## src/rtl/dram_write_master.sv

```systemverilog
// dram_write_master: drains a first-word-fall-through FIFO into DRAM as AXI4 INCR write
// bursts. Only one burst is in flight at a time. A burst never crosses a 4 KB page. The
// write address wraps inside the frame region [DRAM_ADDR_BASE, DRAM_ADDR_BASE+REGION_SIZE).
// Optional feature: define DRAM_WRITE_ERR_CNT_EN to count non-OKAY write responses on
// bresp_err_cnt. When it is undefined, bresp_err_cnt is tied to zero.
module dram_write_master #(
    parameter int unsigned                DRAM_ADDR_WIDTH  = 32,
    parameter logic [DRAM_ADDR_WIDTH-1:0] DRAM_ADDR_BASE   = 32'h8000_0000,
    parameter int unsigned                DRAM_DATA_WIDTH  = 512,
    parameter int unsigned                BURST_LEN        = 16,
    parameter logic [DRAM_ADDR_WIDTH-1:0] REGION_SIZE      = 32'h0100_0000,
    parameter int unsigned                FIFO_COUNT_WIDTH = 10
) (
    input  logic                           dram_ctrl_clk,
    input  logic                           reset_n,
    input  logic [DRAM_DATA_WIDTH-1:0]     fifo_dout,
    input  logic                           fifo_empty,
    input  logic [FIFO_COUNT_WIDTH-1:0]    fifo_count,
    output logic                           fifo_rd_en,
    input  logic                           flush,
    output logic [DRAM_ADDR_WIDTH-1:0]     m_axi_awaddr,
    output logic [7:0]                     m_axi_awlen,
    output logic [2:0]                     m_axi_awsize,
    output logic [1:0]                     m_axi_awburst,
    output logic                           m_axi_awvalid,
    input  logic                           m_axi_awready,
    output logic [DRAM_DATA_WIDTH-1:0]     m_axi_wdata,
    output logic [DRAM_DATA_WIDTH/8-1:0]   m_axi_wstrb,
    output logic                           m_axi_wlast,
    output logic                           m_axi_wvalid,
    input  logic                           m_axi_wready,
    input  logic [1:0]                     m_axi_bresp,
    input  logic                           m_axi_bvalid,
    output logic                           m_axi_bready,
    output logic                           busy,
    output logic [15:0]                    bresp_err_cnt
);

    localparam int unsigned AddrW     = DRAM_ADDR_WIDTH;
    localparam int unsigned BeatBytes = DRAM_DATA_WIDTH / 8;
    localparam int unsigned BeatShift = $clog2(BeatBytes);
    localparam logic [AddrW:0] RegionEnd = {1'b0, DRAM_ADDR_BASE} + {1'b0, REGION_SIZE};
    localparam logic [FIFO_COUNT_WIDTH-1:0] FullCnt = FIFO_COUNT_WIDTH'(BURST_LEN);
    localparam logic [8:0] FullLen = 9'(BURST_LEN);

    typedef enum logic [1:0] {StIdle, StAddr, StData, StResp} state_e;

    state_e             state_q, state_d;
    logic [AddrW-1:0]   cur_addr_q, cur_addr_d;
    logic [8:0]         len_q, len_d;
    logic [7:0]         beat_q, beat_d;
    logic               flush_pending_q, flush_pending_d;
    logic               awvalid_q, awvalid_d;
    logic [7:0]         awlen_q, awlen_d;
    logic               bready_q, bready_d;
    logic               busy_q, busy_d;

    logic               full_avail, cnt_nz, take_full, take_part;
    logic [8:0]         req_len, burst_len;
    logic [12:0]        page_room;
    logic [AddrW:0]     addr_sum;
    logic [AddrW-1:0]   addr_next;
    logic               w_hs, last_beat;

    // Burst sizing: a full burst has priority over a flush drain.
    assign full_avail = (fifo_count >= FullCnt);
    assign cnt_nz     = (fifo_count != '0);
    assign take_full  = (state_q == StIdle) && full_avail;
    // A flush arriving this very cycle counts as pending, so a drain starts without delay.
    assign take_part  = (state_q == StIdle) && !full_avail && cnt_nz
                        && (flush_pending_q || flush);
    // When no full burst is possible, fifo_count is below BURST_LEN and fits in 9 bits.
    assign req_len    = full_avail ? FullLen : 9'(fifo_count);
    // Beats left before the next 4 KB page boundary.
    assign page_room  = (13'd4096 - {1'b0, cur_addr_q[11:0]}) >> BeatShift;
    assign burst_len  = (page_room < {4'b0, req_len}) ? page_room[8:0] : req_len;

    // Address of the next burst. The sum is one bit wider so that the wrap test cannot overflow.
    assign addr_sum  = {1'b0, cur_addr_q} + ((AddrW+1)'(len_q) << BeatShift);
    assign addr_next = (addr_sum >= RegionEnd) ? DRAM_ADDR_BASE : addr_sum[AddrW-1:0];

    // W channel follows the FIFO head directly; an empty FIFO only stalls.
    assign m_axi_wvalid  = (state_q == StData) && !fifo_empty;
    assign w_hs          = m_axi_wvalid && m_axi_wready;
    assign fifo_rd_en    = w_hs;
    assign last_beat     = ({1'b0, beat_q} == (len_q - 9'd1));
    assign m_axi_wlast   = (state_q == StData) && last_beat;
    assign m_axi_wdata   = (state_q == StData) ? fifo_dout : '0;
    assign m_axi_wstrb   = '1;

    assign m_axi_awaddr  = cur_addr_q;
    assign m_axi_awlen   = awlen_q;
    assign m_axi_awsize  = 3'(BeatShift);
    assign m_axi_awburst = 2'b01;
    assign m_axi_awvalid = awvalid_q;
    assign m_axi_bready  = bready_q;
    assign busy          = busy_q;

    // Next-state logic for the burst FSM and its registered outputs.
    always_comb begin
        state_d         = state_q;
        cur_addr_d      = cur_addr_q;
        len_d           = len_q;
        beat_d          = beat_q;
        flush_pending_d = flush_pending_q;
        awvalid_d       = awvalid_q;
        awlen_d         = awlen_q;
        bready_d        = bready_q;

        if (take_part) begin
            flush_pending_d = 1'b0;
        end else if (flush) begin
            flush_pending_d = 1'b1;
        end else if ((state_q == StIdle) && !cnt_nz) begin
            flush_pending_d = 1'b0;
        end

        unique case (state_q)
            StIdle: begin
                if (take_full || take_part) begin
                    state_d   = StAddr;
                    len_d     = burst_len;
                    awlen_d   = 8'(burst_len - 9'd1);
                    awvalid_d = 1'b1;
                end
            end
            StAddr: begin
                if (m_axi_awready) begin
                    awvalid_d = 1'b0;
                    beat_d    = '0;
                    state_d   = StData;
                end
            end
            StData: begin
                if (w_hs) begin
                    if (last_beat) begin
                        state_d  = StResp;
                        bready_d = 1'b1;
                    end else begin
                        beat_d = beat_q + 8'd1;
                    end
                end
            end
            StResp: begin
                if (m_axi_bvalid) begin
                    bready_d   = 1'b0;
                    cur_addr_d = addr_next;
                    state_d    = StIdle;
                end
            end
            default: state_d = StIdle;
        endcase

        busy_d = (state_d != StIdle);
    end

    // State and registered outputs. Reset aborts any burst that is in flight.
    always_ff @(posedge dram_ctrl_clk) begin
        if (!reset_n) begin
            state_q         <= StIdle;
            cur_addr_q      <= DRAM_ADDR_BASE;
            len_q           <= '0;
            beat_q          <= '0;
            flush_pending_q <= 1'b0;
            awvalid_q       <= 1'b0;
            awlen_q         <= '0;
            bready_q        <= 1'b0;
            busy_q          <= 1'b0;
        end else begin
            state_q         <= state_d;
            cur_addr_q      <= cur_addr_d;
            len_q           <= len_d;
            beat_q          <= beat_d;
            flush_pending_q <= flush_pending_d;
            awvalid_q       <= awvalid_d;
            awlen_q         <= awlen_d;
            bready_q        <= bready_d;
            busy_q          <= busy_d;
        end
    end

`ifdef DRAM_WRITE_ERR_CNT_EN
    logic [15:0] err_cnt_q, err_cnt_d;

    // Saturating count of B handshakes that carry a non-OKAY response.
    always_comb begin
        err_cnt_d = err_cnt_q;
        if ((state_q == StResp) && m_axi_bvalid && (m_axi_bresp != 2'b00)
            && (err_cnt_q != 16'hFFFF)) begin
            err_cnt_d = err_cnt_q + 16'd1;
        end
    end

    // Register for the error counter.
    always_ff @(posedge dram_ctrl_clk) begin
        if (!reset_n) begin
            err_cnt_q <= '0;
        end else begin
            err_cnt_q <= err_cnt_d;
        end
    end

    assign bresp_err_cnt = err_cnt_q;
`else
    logic unused_bresp;
    assign unused_bresp  = ^m_axi_bresp;
    assign bresp_err_cnt = 16'h0000;
`endif

endmodule

```

## config.mk

```make
export PLATFORM = sky130hd
export DESIGN_NAME = dram_write_master
export DESIGN_NICKNAME = d
export VERILOG_FILES = /design/src/rtl/dram_write_master.sv
export SDC_FILE = /design/constraint.sdc
export NUM_CORES = 1
export LEC_CHECK = 0
export BUFFER_PORTS_ARGS = -buffer_cell sky130_fd_sc_hd__buf_4
export CAP_MARGIN = 0
export CORE_AREA = 2 2 464 466
export DETAILED_ROUTE_END_ITERATION = 10
export DIE_AREA = 0 0 466 468
export HOLD_SLACK_MARGIN = 0.03
export SETUP_SLACK_MARGIN = 0.15
export SLEW_MARGIN = 20
export SYNTH_ARGS = -nofsm -noshare
export SYNTH_HDL_FRONTEND = slang
export SYNTH_SLANG_ARGS = --single-unit
```

## constraint.sdc

```tcl
create_clock -name dram_ctrl_clk -period 3.55 [get_ports dram_ctrl_clk]
set_input_delay 0.1775 -clock dram_ctrl_clk [delete_from_list [all_inputs] [get_ports dram_ctrl_clk]]
set_output_delay 0.1775 -clock dram_ctrl_clk [all_outputs]
set_load 0.01 [all_outputs]
```

# Word-level counts from Yosys, hierarchy flattened
# Cells that the tools add are included.
[word_totals]
reg_bits = 63
latchBits = 0
ram_bits = 0
romBits = 0
inputBits = 531
output_inout_bits = 643
wordCells = 77
mem_count = 0
[classes]
addsub = 5
mul = 0
div = 0
magnitude_cmp = 3
eq_ne = 10
shift = 0
n_mux = 23
bitwise_logic = 1
reduce_logical = 26
[ops]
columns = ["cell", "count"]
rows = [
  ["two-way mux 512 bit", 1],
  ["adder 32 x 15 -> 33 bit", 1],
  [">= comparator 33 x 32 -> 1 bit (second input constant)", 1],
  ["two-way mux 32 bit", 1],
  ["two-way mux 8 bit", 3],
  ["two-way mux 9 bit", 2],
  ["one-hot mux 8 bit (2 select lines)", 1],
  ["subtractor 13 x 12 -> 13 bit (first input constant)", 1],
  [">= comparator 10 x 5 -> 1 bit (second input constant)", 1],
  ["two-way mux 2 bit", 5],
  ["!= test 2 bit (second input constant)", 5],
  ["nonzero test 10 bit", 1],
  ["nonzero test 2 bit", 5],
  ["equality test 8 x 9 -> 1 bit", 1],
  ["less-than comparator 7 x 9 -> 1 bit", 1],
  ["subtractor 9 x 1 -> 9 bit (second input constant)", 1],
  ["adder 8 x 1 -> 8 bit (second input constant)", 1],
  ["logical AND 1 bit", 8],
  ["one-hot mux 2 bit (4 select lines)", 1],
  ["AND reduction 4 bit", 2],
  ["subtractor 8 x 1 -> 8 bit (second input constant)", 1],
  ["two-way mux 1 bit", 7],
  ["equality test 2 bit (second input constant)", 2],
  ["one-hot mux 1 bit (2 select lines)", 2],
  ["other kinds (9)", 13],
]

# Longest topological paths before layout
[logic_depth]
ltp_word = 9
ltp_mapped = 18

# Worst setup path after synthesis
# No wires, ideal clock.
[synth_path]
kind = "register -> register"
from = "reg cur_addr_q[6] (netlist: m_axi_awaddr[6])"
to = "reg awlen_q[6] (netlist: m_axi_awlen[6])"
arrival_ps = 3284
t_required_ps = 3417
path_slack_ps = 133
path_stages_with_launch = 17
path_cell_list = "dfxtp_1 -> inv_1 -> ha_1 -> xnor2_1 -> ha_1 -> and3_1 -> o2111ai_1 -> a31oi_1 -> nor2_1 -> clkbuf_1 -> nor2_1 -> a21oi_1 -> ha_1 -> nor3b_1 -> mux2i_1 -> xnor2_1 -> a21oi_1"
[synth_between]
elab_chain_cells = 4
[synth_lines]
columns = ["element", "line_no", "rtl"]
rows = [
  ["start: declaration", "49", "logic [AddrW-1:0] cur_addr_q, cur_addr_d;"],
  ["start signal: assignment", "171", "cur_addr_q <= cur_addr_d;"],
  ["subtractor 13 x 12 -> 13 bit *", "75", "assign page_room = (13'd4096 - {1'b0, cur_addr_q[11:0]}) >> BeatShift;"],
  ["less-than comparator 7 x 9 -> 1 bit", "76", "assign burst_len = (page_room < {4'b0, req_len}) ? page_room[8:0] : req_len;"],
  ["two-way mux 9 bit *", "76", ""],
  ["subtractor 8 x 1 -> 8 bit *", "123", "awlen_d = 8'(burst_len - 9'd1);"],
  ["end signal: assignment", "176", "awlen_q <= awlen_d;"],
  ["end: declaration", "54", "logic [7:0] awlen_q, awlen_d;"],
]
# Every way passes the cells marked *; elsewhere a longest branch is shown, timed or not.
# A chain may end at the register's enable or synchronous reset.

# Worst setup path after layout
[layout_path]
from = "reg cur_addr_q[7] (netlist: m_axi_awaddr[7])"
to = "reg awlen_q[6] (netlist: m_axi_awlen[6])"
# Same word-level chain as after synthesis.

==> results.cfg <==
[worst_setup_path]
reg2reg_to = m_axi_awlen[6]
crit_fanout = 5
r2r-start = m_axi_awaddr[7]
r2r_cells = 14
worstSetupPathType = reg -> reg
regToRegSetupSlack_ns = 0.35
cp.arrival_ns = 3.39
critPathLaunchType = flip-flop
end_kind = flip-flop
cp.required_ns = 3.74

[hold_path]
min_path_cells = 3
holdCritStartpoint = flush
min_to = flush_pending_q
hp-class = in -> reg

[pwr]
leakage_nw = 9.33
irDropWorstVdd_v = 0.000297
power_density_nw_per_um2 = 189
finalPower_mw = 3.94

[floorplan]
fp.dieW_um = 466
rows = 170
die_area_um2 = 218000
start_util_pct = 3.72
die_y_um = 468
num_io_pins = 1174
core_um2 = 213000

[placement]
gp_congestion = 1.30
hpwl_mm = 191
place_ws_ns = -0.118
numPortBuffers = 1080

[timing]
fmax_mhz = 312
rsz0062_at_grt = false
post-route-min-period_ns = 3.20
finalHoldViolCount = 0
fin_skew_ns = 0.0120
worstMarginPinSlew_ns = 1.04
maxSlewHeadroom_pct = 30.5
setup_viol = 0
setup_slack_ns = 0.350
maxSlewViolCount = 0
fin_crit_sh_pct = 90.1

[detailed_routing]
wirelength_mm = 203
vias_per_cell = 2.58
drt_iter0_markers = 899
detail_route.first_pass.iterations = 7
ant_nets = 0
vias = 14000
drc = 0
wl_per_cell_um = 37.3

[synth]
synth.distinct_cells = 62
synth.most_common_cell = and2_1
syn_area_um2 = 7940
yosysTopAreaCell = and2_1
ys_warn_count = 0
synth_area_leaders = and2_1, dfxtp_1, buf_4
seq_area_frac_synth_pct = 14.4
ys_top_cells_by_count = and2_1, buf_4, clkbuf_1
synth_cells = 1137
synthArstFlopShare_pct = 0
synth_area_per_cell_um2 = 6.98
synth_edf_count = 0
synth_ff_type = dfxtp_1
yosys.area.top_type_share_pct = 40.7
ys_seq_elements = 57

[clock_tree]
insertion_delay_ns = 0.34
cts_hold_buf = 0
cts_buffer_depth = 2
cts-htree-levels = 3
cts.clk_slew.worst_paths_ns = 0.05
clkSinkCount = 57
numCtsBuffers = 9
cts_tree = done
root_buffer = clkbuf_16

[finish]
drive_above_1_share_pct = 53.8
fillCellCount = 25100
nets = 2770
synthToLayoutAreaGrowth_pct = 162

[global_route]
grt_pass1_wl_mm = 227
grt_use_total_pct = 17.7
grt_max_degree = 124
overflow = 0
antenna_found_initial = 154
first_global_vias = 12900

[run]
drv_cap = 0

[status]
status = completed
## state kept, by name (all words and copies together), names as in the netlist
signal,cells
m_axi_awaddr,26
len_q,9
beat_q,8
m_axi_awlen,8
state_q,2
busy,1
flush_pending_q,1
m_axi_awvalid,1
m_axi_bready,1
## metrics by stage
step	instances	setup TNS (ns)	util [%]	hold slack, ns	area, um2
final	5445	0	9.77	0.0697	20800
after floorplan	1228	0	-	0.295	8280
after detailed placement	5044	-0.118	9.14	0.417	19500
after CTS	5060	0	9.28	0.0603	19800
after global placement	5044	-0.142	9.14	0.405	19500
after global routing	5379	0	9.69	0.0784	20700
## layout by cell type, fill, tap and decap left out, types with 3 or more instances in the layout
cell,instances
xor2_1,13
nand3b_1,3
o21ai_0,19
a211oi_1,8
and2_1,516
inv_1,11
xnor2_1,23
or2_2,3
and4b_1,3
or4_1,6
mux2i_1,9
nor3_1,13
and3_1,11
a31oi_1,8
nand2_1,57
a21o_1,7
conb_1,93
buf_12,3
a21oi_1,36
buf_4,1147
o21ai_1,3
clkbuf_16,9
o211ai_1,3
nand4_1,8
o31ai_1,6
o31ai_2,6
nand3_1,19
dfxtp_1,57
nand2b_1,8
o21a_1,8
ha_1,19
nor2_1,30
diode_2,384
or3_1,6
## power by group
part           internal (mW)  total [mW]  switching [mW]  leakage, nW
clock                  0.614       0.937           0.323        0.156
combinational          0.920        2.29            1.37         8.71
sequential             0.668       0.713          0.0445        0.464
## timing repair
item,in CTS,in global routing
setup buffers,0,1
gates resized for setup,0,12
endpoints found under the setup margin,0,3
## cell families (layout without fill, tap and decap cells)
| family | count (synthesis) | count (layout) | synth area share, % |
|---|---|---|---|
| compound gates | 125 | 125 | 10.7 |
| xor+xnor | 39 | 39 | 4.30 |
| simple gates | 699 | 699 | 52.4 |
| other cells | 2 | 477 | 0.0946 |
| mux | 11 | 11 | 1.42 |
| fa+ha+maj | 21 | 21 | 3.40 |
| buf+inv | 183 | 1178 | 13.3 |
| flops | 57 | 57 | 14.4 |
## worst max-delay path by stage
stage	depth (start not counted)	slack [ns]	from	to
after floorplan	16	0.26	m_axi_awaddr[6]	m_axi_awlen[6]
after global placement	18	-0.14	fifo_count[8]	m_axi_awlen[6]
after detailed placement	18	-0.12	fifo_count[8]	m_axi_awlen[6]
after CTS	14	0.16	m_axi_awaddr[6]	m_axi_awlen[6]
after global routing	15	0.16	m_axi_awaddr[8]	m_axi_awlen[6]
final	14	0.35	m_axi_awaddr[7]	m_axi_awlen[6]
## worst max-delay path, cell delays in order, from the launching register on
cell      delay, ns
dfxtp_1        0.31
buf_4          0.17
nor3_4         0.22
xnor2_2        0.16
ha_1           0.28
a21o_1         0.17
a21oi_1        0.16
o21ai_0        0.16
nor2_2         0.27
mux2_2         0.39
ha_2           0.20
nor4bb_2       0.17
mux2i_1        0.16
xnor2_1        0.14
a21oi_1        0.08
## routing by layer
| layer | vias to the layer above | share of wire (%) | GRT usage [%] |
|---|---|---|---|
| met3 | 286 | 17 | 13.6 |
| met2 | 1019 | 47 | 28.9 |
| li1 | 6074 | - | - |
| met4 | 84 | 6.7 | 11.7 |
| met1 | 6558 | 28 | 14.7 |
| met5 | - | 0.46 | 0 |
## area by class of cell
type	instances	area, um2	area share [%]
tap	2838	3550	17.0
clock inverter	5	78.8	0.378
timing repair buffer	1150	8670	41.6
antenna	384	961	4.61
clock buffer	11	233	1.12
sequential	57	1140	5.48
multi-input combinational	988	6160	29.6
inverter	12	45.0	0.216
Power figures use the tool's default switching activity.
